[src/rtl/asg_seq_pkg.sv]
// Shared definitions for the ASG config sequencer.
// Contents: field widths, slot-state enum, slot and global word offsets.
package asg_seq_pkg;

  localparam int unsigned AMP_W = 14;
  localparam int unsigned CNT_W = 16;
  localparam int unsigned DLY_W = 32;

  typedef enum logic [1:0] {
    SLOT_EMPTY  = 2'd0,
    SLOT_LOADED = 2'd1,
    SLOT_ACTIVE = 2'd2
  } slot_state_e;

  // Word offsets inside one 0x20-byte slot window (byte offset >> 2)
  localparam logic [2:0] W_AMP    = 3'd0;
  localparam logic [2:0] W_DC     = 3'd1;
  localparam logic [2:0] W_START  = 3'd2;
  localparam logic [2:0] W_END    = 3'd3;
  localparam logic [2:0] W_STEP   = 3'd4;
  localparam logic [2:0] W_CYC    = 3'd5;
  localparam logic [2:0] W_RDLY   = 3'd6;
  localparam logic [2:0] W_COMMIT = 3'd7;

  // Word offsets inside the global window at 0x80
  localparam logic [1:0] G_CTRL   = 2'd0;
  localparam logic [1:0] G_STATUS = 2'd1;
  localparam logic [1:0] G_IRQ    = 2'd2;
  localparam logic [1:0] G_CNT    = 2'd3;

endpackage

[src/rtl/asg_seq_slot.sv]
// One config slot: field registers, EMPTY/LOADED/ACTIVE state, write acceptance.
// Ports: clk_i/rst_ni clock and async active-low reset; wr_i/word_i/wdata_i
// decoded bus write into this slot; activate_i/release_i/demote_i state
// commands from the sequencer; *_o field values, state_o, busy_o (writes
// rejected), commit_o (accepted commit this cycle), rdata_o read mux.
module asg_seq_slot
  import asg_seq_pkg::*;
#(
  parameter int unsigned RSZ = 14
) (
  input  logic                 clk_i,
  input  logic                 rst_ni,
  input  logic                 wr_i,
  input  logic [2:0]           word_i,
  input  logic [31:0]          wdata_i,
  input  logic                 activate_i,
  input  logic                 release_i,
  input  logic                 demote_i,
  output logic [AMP_W-1:0]     amp_o,
  output logic [AMP_W-1:0]     dc_o,
  output logic [RSZ+15:0]      start_o,
  output logic [RSZ+15:0]      end_o,
  output logic [RSZ+15:0]      step_o,
  output logic [CNT_W-1:0]     ncyc_o,
  output logic [CNT_W-1:0]     rnum_o,
  output logic [DLY_W-1:0]     rdly_o,
  output slot_state_e          state_o,
  output logic                 busy_o,
  output logic                 commit_o,
  output logic [31:0]          rdata_o
);

  localparam int unsigned PW = RSZ + 16;

  logic [AMP_W-1:0] amp_q, dc_q;
  logic [PW-1:0]    start_q, end_q, step_q;
  logic [CNT_W-1:0] ncyc_q, rnum_q;
  logic [DLY_W-1:0] rdly_q;
  slot_state_e      state_q, state_d;
  logic             wr_ok;

  assign busy_o   = (state_q == SLOT_ACTIVE);
  assign wr_ok    = wr_i & ~busy_o;
  assign commit_o = wr_i & (word_i == W_COMMIT) & wdata_i[0] & (state_q == SLOT_EMPTY);

  // Activation may coincide with a same-cycle commit, so it takes priority.
  always_comb begin
    state_d = state_q;
    if (activate_i)                               state_d = SLOT_ACTIVE;
    else if (release_i)                           state_d = SLOT_EMPTY;
    else if (demote_i && state_q == SLOT_ACTIVE)  state_d = SLOT_LOADED;
    else if (commit_o)                            state_d = SLOT_LOADED;
  end

  always_ff @(posedge clk_i or negedge rst_ni) begin
    if (!rst_ni) begin
      state_q <= SLOT_EMPTY;
      amp_q   <= '0;
      dc_q    <= '0;
      start_q <= '0;
      end_q   <= '0;
      step_q  <= '0;
      ncyc_q  <= '0;
      rnum_q  <= '0;
      rdly_q  <= '0;
    end else begin
      state_q <= state_d;
      if (wr_ok) begin
        case (word_i)
          W_AMP:   amp_q   <= wdata_i[AMP_W-1:0];
          W_DC:    dc_q    <= wdata_i[AMP_W-1:0];
          W_START: start_q <= wdata_i[PW-1:0];
          W_END:   end_q   <= wdata_i[PW-1:0];
          W_STEP:  step_q  <= wdata_i[PW-1:0];
          W_CYC: begin
            ncyc_q <= wdata_i[15:0];
            rnum_q <= wdata_i[31:16];
          end
          W_RDLY:  rdly_q  <= wdata_i;
          default: ;
        endcase
      end
    end
  end

  always_comb begin
    rdata_o = '0;
    case (word_i)
      W_AMP:   rdata_o = 32'(amp_q);
      W_DC:    rdata_o = 32'(dc_q);
      W_START: rdata_o = 32'(start_q);
      W_END:   rdata_o = 32'(end_q);
      W_STEP:  rdata_o = 32'(step_q);
      W_CYC:   rdata_o = {rnum_q, ncyc_q};
      W_RDLY:  rdata_o = rdly_q;
      default: rdata_o = '0;
    endcase
  end

  assign amp_o   = amp_q;
  assign dc_o    = dc_q;
  assign start_o = start_q;
  assign end_o   = end_q;
  assign step_o  = step_q;
  assign ncyc_o  = ncyc_q;
  assign rnum_o  = rnum_q;
  assign rdly_o  = rdly_q;
  assign state_o = state_q;

endmodule

[src/rtl/red_pitaya_asg_seq_cfg.sv]
// Multi-buffer ASG config sequencer.
// Holds N_BUF config slots written over the sys bus, drives the packed
// set_*_all buses, advances the active slot on buf_done_i and frees finished
// slots (flagging underrun when the next slot is not loaded).
// Ports: dac_clk_i/dac_rstn_i clock and async active-low reset; sys_* bus
// (1-cycle registered ack/err/rdata); buf_done_i/cyc_done_i channel events;
// set_*_all_o per-slot fields; set_rst_o/set_zero_o channel control;
// active_slot_o playing slot; irq_o slot-freed interrupt.
module red_pitaya_asg_seq_cfg
  import asg_seq_pkg::*;
#(
  parameter int unsigned RSZ   = 14,
  parameter int unsigned N_BUF = 4,
  parameter int unsigned AW    = 8
) (
  input  logic                      dac_clk_i,
  input  logic                      dac_rstn_i,
  input  logic                      sys_wen_i,
  input  logic                      sys_ren_i,
  input  logic [AW-1:0]             sys_addr_i,
  input  logic [31:0]               sys_wdata_i,
  output logic [31:0]               sys_rdata_o,
  output logic                      sys_ack_o,
  output logic                      sys_err_o,
  input  logic                      buf_done_i,
  input  logic                      cyc_done_i,
  output logic [AMP_W*N_BUF-1:0]    set_amp_all_o,
  output logic [AMP_W*N_BUF-1:0]    set_dc_all_o,
  output logic [(RSZ+16)*N_BUF-1:0] set_end_all_o,
  output logic [(RSZ+16)*N_BUF-1:0] set_step_all_o,
  output logic [(RSZ+16)*N_BUF-1:0] set_start_all_o,
  output logic [CNT_W*N_BUF-1:0]    set_ncyc_all_o,
  output logic [CNT_W*N_BUF-1:0]    set_rnum_all_o,
  output logic [DLY_W*N_BUF-1:0]    set_rdly_all_o,
  output logic                      set_rst_o,
  output logic                      set_zero_o,
  output logic [1:0]                active_slot_o,
  output logic                      irq_o
);

  localparam int unsigned PW = RSZ + 16;

  // Address decode
  logic       is_slot, is_glb;
  logic [1:0] slot_sel, gidx;
  logic [2:0] word;
  logic       unused_addr;

  assign is_slot     = (sys_addr_i >> 7) == '0;
  assign is_glb      = (sys_addr_i >> 4) == AW'(8);
  assign slot_sel    = sys_addr_i[6:5];
  assign word        = sys_addr_i[4:2];
  assign gidx        = sys_addr_i[3:2];
  assign unused_addr = ^sys_addr_i[1:0];

  // Slot array
  slot_state_e      st     [N_BUF];
  logic [31:0]      srd    [N_BUF];
  logic [N_BUF-1:0] slot_wr, busy, commit, activate, rel, demote, valid;

  always_comb begin
    for (int unsigned k = 0; k < N_BUF; k++) begin
      slot_wr[k] = sys_wen_i & is_slot & (slot_sel == 2'(k));
      valid[k]   = (st[k] != SLOT_EMPTY);
    end
  end

  for (genvar k = 0; k < N_BUF; k++) begin : g_slot
    asg_seq_slot #(.RSZ(RSZ)) u_slot (
      .clk_i      (dac_clk_i),
      .rst_ni     (dac_rstn_i),
      .wr_i       (slot_wr[k]),
      .word_i     (word),
      .wdata_i    (sys_wdata_i),
      .activate_i (activate[k]),
      .release_i  (rel[k]),
      .demote_i   (demote[k]),
      .amp_o      (set_amp_all_o[AMP_W*k +: AMP_W]),
      .dc_o       (set_dc_all_o[AMP_W*k +: AMP_W]),
      .start_o    (set_start_all_o[PW*k +: PW]),
      .end_o      (set_end_all_o[PW*k +: PW]),
      .step_o     (set_step_all_o[PW*k +: PW]),
      .ncyc_o     (set_ncyc_all_o[CNT_W*k +: CNT_W]),
      .rnum_o     (set_rnum_all_o[CNT_W*k +: CNT_W]),
      .rdly_o     (set_rdly_all_o[DLY_W*k +: DLY_W]),
      .state_o    (st[k]),
      .busy_o     (busy[k]),
      .commit_o   (commit[k]),
      .rdata_o    (srd[k])
    );
  end

  // Sequencer state
  logic        run_q, run_d, rst_q, rst_d, underrun_q, underrun_d, en_q, en_d;
  logic [1:0]  active_q, active_d, nxt;
  logic [3:0]  pend_q, pend_d;
  logic [31:0] cnt_q, cnt_d;
  logic        ack_q, err_q, err_d, set_rst_q, set_zero_q;
  logic [31:0] rdata_q, rdata_d;
  logic        ctrl_wr, irq_wr, playing;

  assign ctrl_wr = sys_wen_i & is_glb & (gidx == G_CTRL);
  assign irq_wr  = sys_wen_i & is_glb & (gidx == G_IRQ);
  assign playing = run_q & ~rst_q;
  assign nxt     = active_q + 2'd1;

  // A control write takes precedence over channel events in the same cycle;
  // buf_done may still activate a slot that is being committed right now.
  always_comb begin
    run_d      = run_q;
    rst_d      = rst_q;
    active_d   = active_q;
    underrun_d = underrun_q;
    pend_d     = pend_q;
    en_d       = en_q;
    cnt_d      = cnt_q;
    activate   = '0;
    rel        = '0;
    demote     = '0;
    if (irq_wr) begin
      en_d   = sys_wdata_i[4];
      pend_d = pend_q & ~sys_wdata_i[3:0];
    end
    if (ctrl_wr) begin
      run_d = sys_wdata_i[0];
      rst_d = sys_wdata_i[1];
      if (sys_wdata_i[1]) begin
        active_d   = '0;
        underrun_d = 1'b0;
        pend_d     = '0;
      end
      if (!(sys_wdata_i[0] && !sys_wdata_i[1])) begin
        demote = '1;
      end else if (!playing) begin
        active_d = '0;
        cnt_d    = '0;
        if (st[0] == SLOT_LOADED) begin
          activate[0] = 1'b1;
          underrun_d  = 1'b0;
        end else begin
          underrun_d  = 1'b1;
        end
      end
    end else if (playing) begin
      if (buf_done_i) begin
        rel[active_q]    = 1'b1;
        pend_d[active_q] = 1'b1;
        active_d         = nxt;
        if (st[nxt] == SLOT_LOADED || commit[nxt]) activate[nxt] = 1'b1;
        else                                       underrun_d    = 1'b1;
      end
      if (cyc_done_i && cnt_q != '1) cnt_d = cnt_q + 32'd1;
    end
  end

  always_comb begin
    err_d   = (sys_wen_i | sys_ren_i) & ~is_slot & ~is_glb;
    err_d   = err_d | (sys_wen_i & is_slot & busy[slot_sel]);
    rdata_d = '0;
    if (sys_ren_i) begin
      if (is_slot) begin
        rdata_d = srd[slot_sel];
      end else if (is_glb) begin
        case (gidx)
          G_CTRL:   rdata_d = {30'd0, rst_q, run_q};
          G_STATUS: rdata_d = {23'd0, underrun_q, 2'd0, active_q, valid};
          G_IRQ:    rdata_d = {27'd0, en_q, pend_q};
          G_CNT:    rdata_d = cnt_q;
          default:  rdata_d = '0;
        endcase
      end
    end
  end

  always_ff @(posedge dac_clk_i or negedge dac_rstn_i) begin
    if (!dac_rstn_i) begin
      run_q      <= 1'b0;
      rst_q      <= 1'b0;
      active_q   <= '0;
      underrun_q <= 1'b0;
      pend_q     <= '0;
      en_q       <= 1'b0;
      cnt_q      <= '0;
      ack_q      <= 1'b0;
      err_q      <= 1'b0;
      rdata_q    <= '0;
      set_rst_q  <= 1'b0;
      set_zero_q <= 1'b0;
    end else begin
      run_q      <= run_d;
      rst_q      <= rst_d;
      active_q   <= active_d;
      underrun_q <= underrun_d;
      pend_q     <= pend_d;
      en_q       <= en_d;
      cnt_q      <= cnt_d;
      ack_q      <= sys_wen_i | sys_ren_i;
      err_q      <= err_d;
      rdata_q    <= rdata_d;
      set_rst_q  <= rst_d | ~run_d;
      set_zero_q <= underrun_d | ~run_d;
    end
  end

  assign sys_ack_o     = ack_q;
  assign sys_err_o     = err_q;
  assign sys_rdata_o   = rdata_q;
  assign set_rst_o     = set_rst_q;
  assign set_zero_o    = set_zero_q;
  assign active_slot_o = active_q;
  assign irq_o         = en_q & (|pend_q);

endmodule
[config.mk]
export PLATFORM = sky130hd
export DESIGN_NAME = red_pitaya_asg_seq_cfg
export DESIGN_NICKNAME = d
export VERILOG_FILES = /design/src/rtl/asg_seq_pkg.sv /design/src/rtl/asg_seq_slot.sv /design/src/rtl/red_pitaya_asg_seq_cfg.sv
export SDC_FILE = /design/constraint.sdc
export NUM_CORES = 1
export LEC_CHECK = 0
export ABC_AREA = 0
export CAP_MARGIN = 20
export CORE_MARGIN = 5
export CORE_UTILIZATION = 40
export CTS_CLUSTER_DIAMETER = 100
export DETAILED_ROUTE_END_ITERATION = 12
export PLACE_DENSITY = 0.73
export SETUP_SLACK_MARGIN = 0.5
export SLEW_MARGIN = 20
export SYNTH_ARGS = -nofsm -noshare
export SYNTH_HDL_FRONTEND = slang
export SYNTH_SLANG_ARGS = --single-unit
export TNS_END_PERCENT = 1
[constraint.sdc]
create_clock -name dac_clk_i -period 4 [get_ports dac_clk_i]
set_input_delay 0.8 -clock dac_clk_i [delete_from_list [all_inputs] [get_ports dac_clk_i]]
set_output_delay 0.8 -clock dac_clk_i [all_outputs]
set_load 0.01 [all_outputs]
==> results.md <==
* Status: complete, no violations
* Crit path max-delay cell type: clkdlybuf4s50_1
* Synth Cell Area at approximately 38000 um2
* Dpl cell area at 48000 um2
* Die area at ~100000 um2
* CTS max path bufs at 3
* Yosys top cell by area: dfrtp_1
* CTS H-Tree Depth at 3
* Hold/Removal Path Class: in2async
* Total Routing Usage GR at 0.334
* Clock skew at around 0.032 ns
* Final Non-Filler Cells at between 4000 and 5000
* Crit path time final at around 3 ns
* Initial core utilization at 0.404
* Required time worst endpoint at approximately 3.2 ns
* Main synth FF type: dfrtp_1
* CP Data Arrival Time at ~2.2 ns
* Final antenna-violating net count at 0
* Number of global-route vias before repair at about 30000
* Ys async rst share at 1.00
* DIE HEIGHT at between 300 and 400 um
* Root buf cell: clkbuf_16
* Storage element area at approximately 20000 um2
* Period utilization at 0.742
* Synth cell types at 90
* Synth top area share at 0.539
* Antenna violations before repair at 10
* CTS Sinks at a little over 800
* Syn avg cell area at 13.4 um2
* Top-count cell post-synth: mux2_2
* Post-DR wirelength/cell at ~35 um
* Hpwl dp at ~130000 um
* Least-Margin Pin Slew at about 1.1 ns
* Synth cell count leaders: mux2_2, dfrtp_1, clkbuf_1
* Iteration-0 DRC Markers at 4130
* Total grt overflow at 0
* WP buf/inv at 1
* CTS tree: yes
* Num CTS Buffers at 90
* Core Area at roughly 94000 um2
* RSZ-0062 raised after global routing: no
* Routability cong. at approximately 0.95
* WS Path Type: reg2out
* Hold slack at approximately 0.20 ns
* IO buf count at just over 800
* Slew Viols, Final at 0
* Number of enable flip-flop cells after synthesis at 0
* Worst skew pair latency at around 0.67 ns
* Core Rows at 112
* Final setup TNS at 0 ns
* Multi-input gate area at about 16000 um2
* YS warnings at 0
* Total of max-cap violations at 0
* # DRC at 0
* Max VDD drop at slightly above 0.4 mV
* Crit path largest cell delay at between 0.5 and 0.6 ns
* Routed via count at 31439
* Worst slew margin at 0.239
* CP Launch Type: register
* Die X-Extent at approximately 320 um
* Layout cells sized above 1 at 0.338
* #FFs+latches synth at ~800
* WL final at around 180000 um
* Worst setup EP type: output pin
* Top cells by area, synth: dfrtp_1, mux2_2, a222oi_1, a22o_1, a22oi_1
* Final setup violation count at 0
* I/O Pins at ~810
* Syn_nets at slightly below 3000
* Finished Cell Area at around 51000 um2
* Filler Cell Count at between 7000 and 8000
* CTS clk-pin slew, worst paths at approximately 0.06 ns
* Via density per instance at roughly 6.3
* Maximum fanout count along the critical path at 3
* PostCTS Resize Cnt at 0
* Post-CTS Setup Inserts at 0
* CP Cell Sequence: o41a_1, clkdlybuf4s50_1
* Sequential area share after synthesis at 0.539
* Post-Place Cells at between 4000 and 5000
* First-pass GRT wire length at 246000 um
* Final Net Count at 3683
* First-pass detailed-route iteration total at 9
* Fmax at approximately 340 MHz
* Cell family with most CP delay: buffers and inverters
* Synthesis-to-layout area growth at 35.2%
* Syn Inst Count at between 2000 and 3000
* Pwr dens at just under 500 nW/um2
* Pin count of the biggest net entering global routing at approximately 90
* Final hold vios at 0
* Hold buffers post-CTS at 0
* P_leak at 0.0226 uW
-- worst reg2reg max path, stage by stage (launching register included) --
cell and delay, ns:
dfrtp_1 0.50, nand4_1 0.29, or4_4 0.66, o31ai_4 0.83, o21ai_0 0.22, a21oi_1 0.19
-- cell type report --
type | instances | area share
sequential | 814 | 0.399
timing repair buffer | 984 | 0.191
clock buffer | 141 | 0.0536
clock inverter | 28 | 0.00771
multi-input combinational | 1719 | 0.318
tap | 1254 | 0.0307
antenna | 2 | 0.0000979
inverter | 19 | 0.00140
-- cell families after synthesis --
logic type                 share of synthesized area
muxes                                          0.271
DFF                                            0.539
AOI/OAI and AO/OA                              0.110
buffers and inverters                         0.0358
and+or+nand+nor                               0.0408
adders and majority gates                    0.00298
xor gates and xnor gates                    0.000463
-- report_power, final --
part	leakage (uW)	switching [uW]	internal (uW)
sequential	0.0108	1050	9280
clock	0.00154	3600	5240
combinational	0.0103	2870	3050
-- layout by cell type (no fill, tap or decap), types with 66 or more instances in the layout --
cell type / count
dfrtp_1: 814
clkbuf_16: 93
mux2_2: 848
a22oi_1: 81
a222oi_1: 66
clkdlybuf4s50_1: 801
buf_4: 147
nand2_1: 75
a22o_1: 71
-- flip-flops by register name, summed over array words and instances (netlist names), 56 cells and up --
signal / flops
g_slot.u_slot.ncyc_o: 64
g_slot.u_slot.rnum_o: 64
g_slot.u_slot.end_o: 120
g_slot.u_slot.start_o: 120
g_slot.u_slot.dc_o: 56
g_slot.u_slot.rdly_o: 128
g_slot.u_slot.amp_o: 56
g_slot.u_slot.step_o: 120
-- per-layer routing --
metal,up-vias,track usage,share of wire
met3,458,0.119,0.12
li1,12352,-,-
met5,-,0,0.00031
met2,2206,0.485,0.43
met4,8,0.154,0.060
met1,16415,0.449,0.39
-- stage by stage --
| stage | worst slack (ns) | util | total power [uW] |
|---|---|---|---|
| 6_report | 1.03 | 0.546 | 25100 |
| 5_1_grt | 1.01 | 0.546 | 25800 |
| 4_1_cts | 0.996 | 0.546 | 25100 |
| 3_5_place_dp | 0.572 | 0.513 | 16300 |
| 3_3_place_gp | 0.603 | 0.513 | 16200 |
| 2_1_floorplan | 1.39 | - | 12400 |
-- path summary, 6_finish.rpt --
path | startpoint | end | slack (ns) | cells past startpoint
worst max-delay path | pend_q[2]$_DFF_PN0_ | irq_o | 1.03 | 2
worst min-delay path | dac_rstn_i | g_slot[2].u_slot.amp_o[0]$_DFFE_PN0P_ | 0.20 | 1
worst max register to register | cnt_q[21]$_DFFE_PN0P_ | cnt_q[8]$_DFFE_PN0P_ | 1.23 | 5
worst min register to register | g_slot[1].u_slot.end_o[21]$_DFFE_PN0P_ | g_slot[1].u_slot.end_o[21]$_DFFE_PN0P_ | 0.53 | 1
max in group asynchronous | dac_rstn_i | g_slot[0].u_slot.rdly_o[18]$_DFFE_PN0P_ | 2.66 | 2
min in group dac_clk_i | g_slot[1].u_slot.end_o[21]$_DFFE_PN0P_ | g_slot[1].u_slot.end_o[21]$_DFFE_PN0P_ | 0.53 | 1
(Power assumes the default switching activity.)
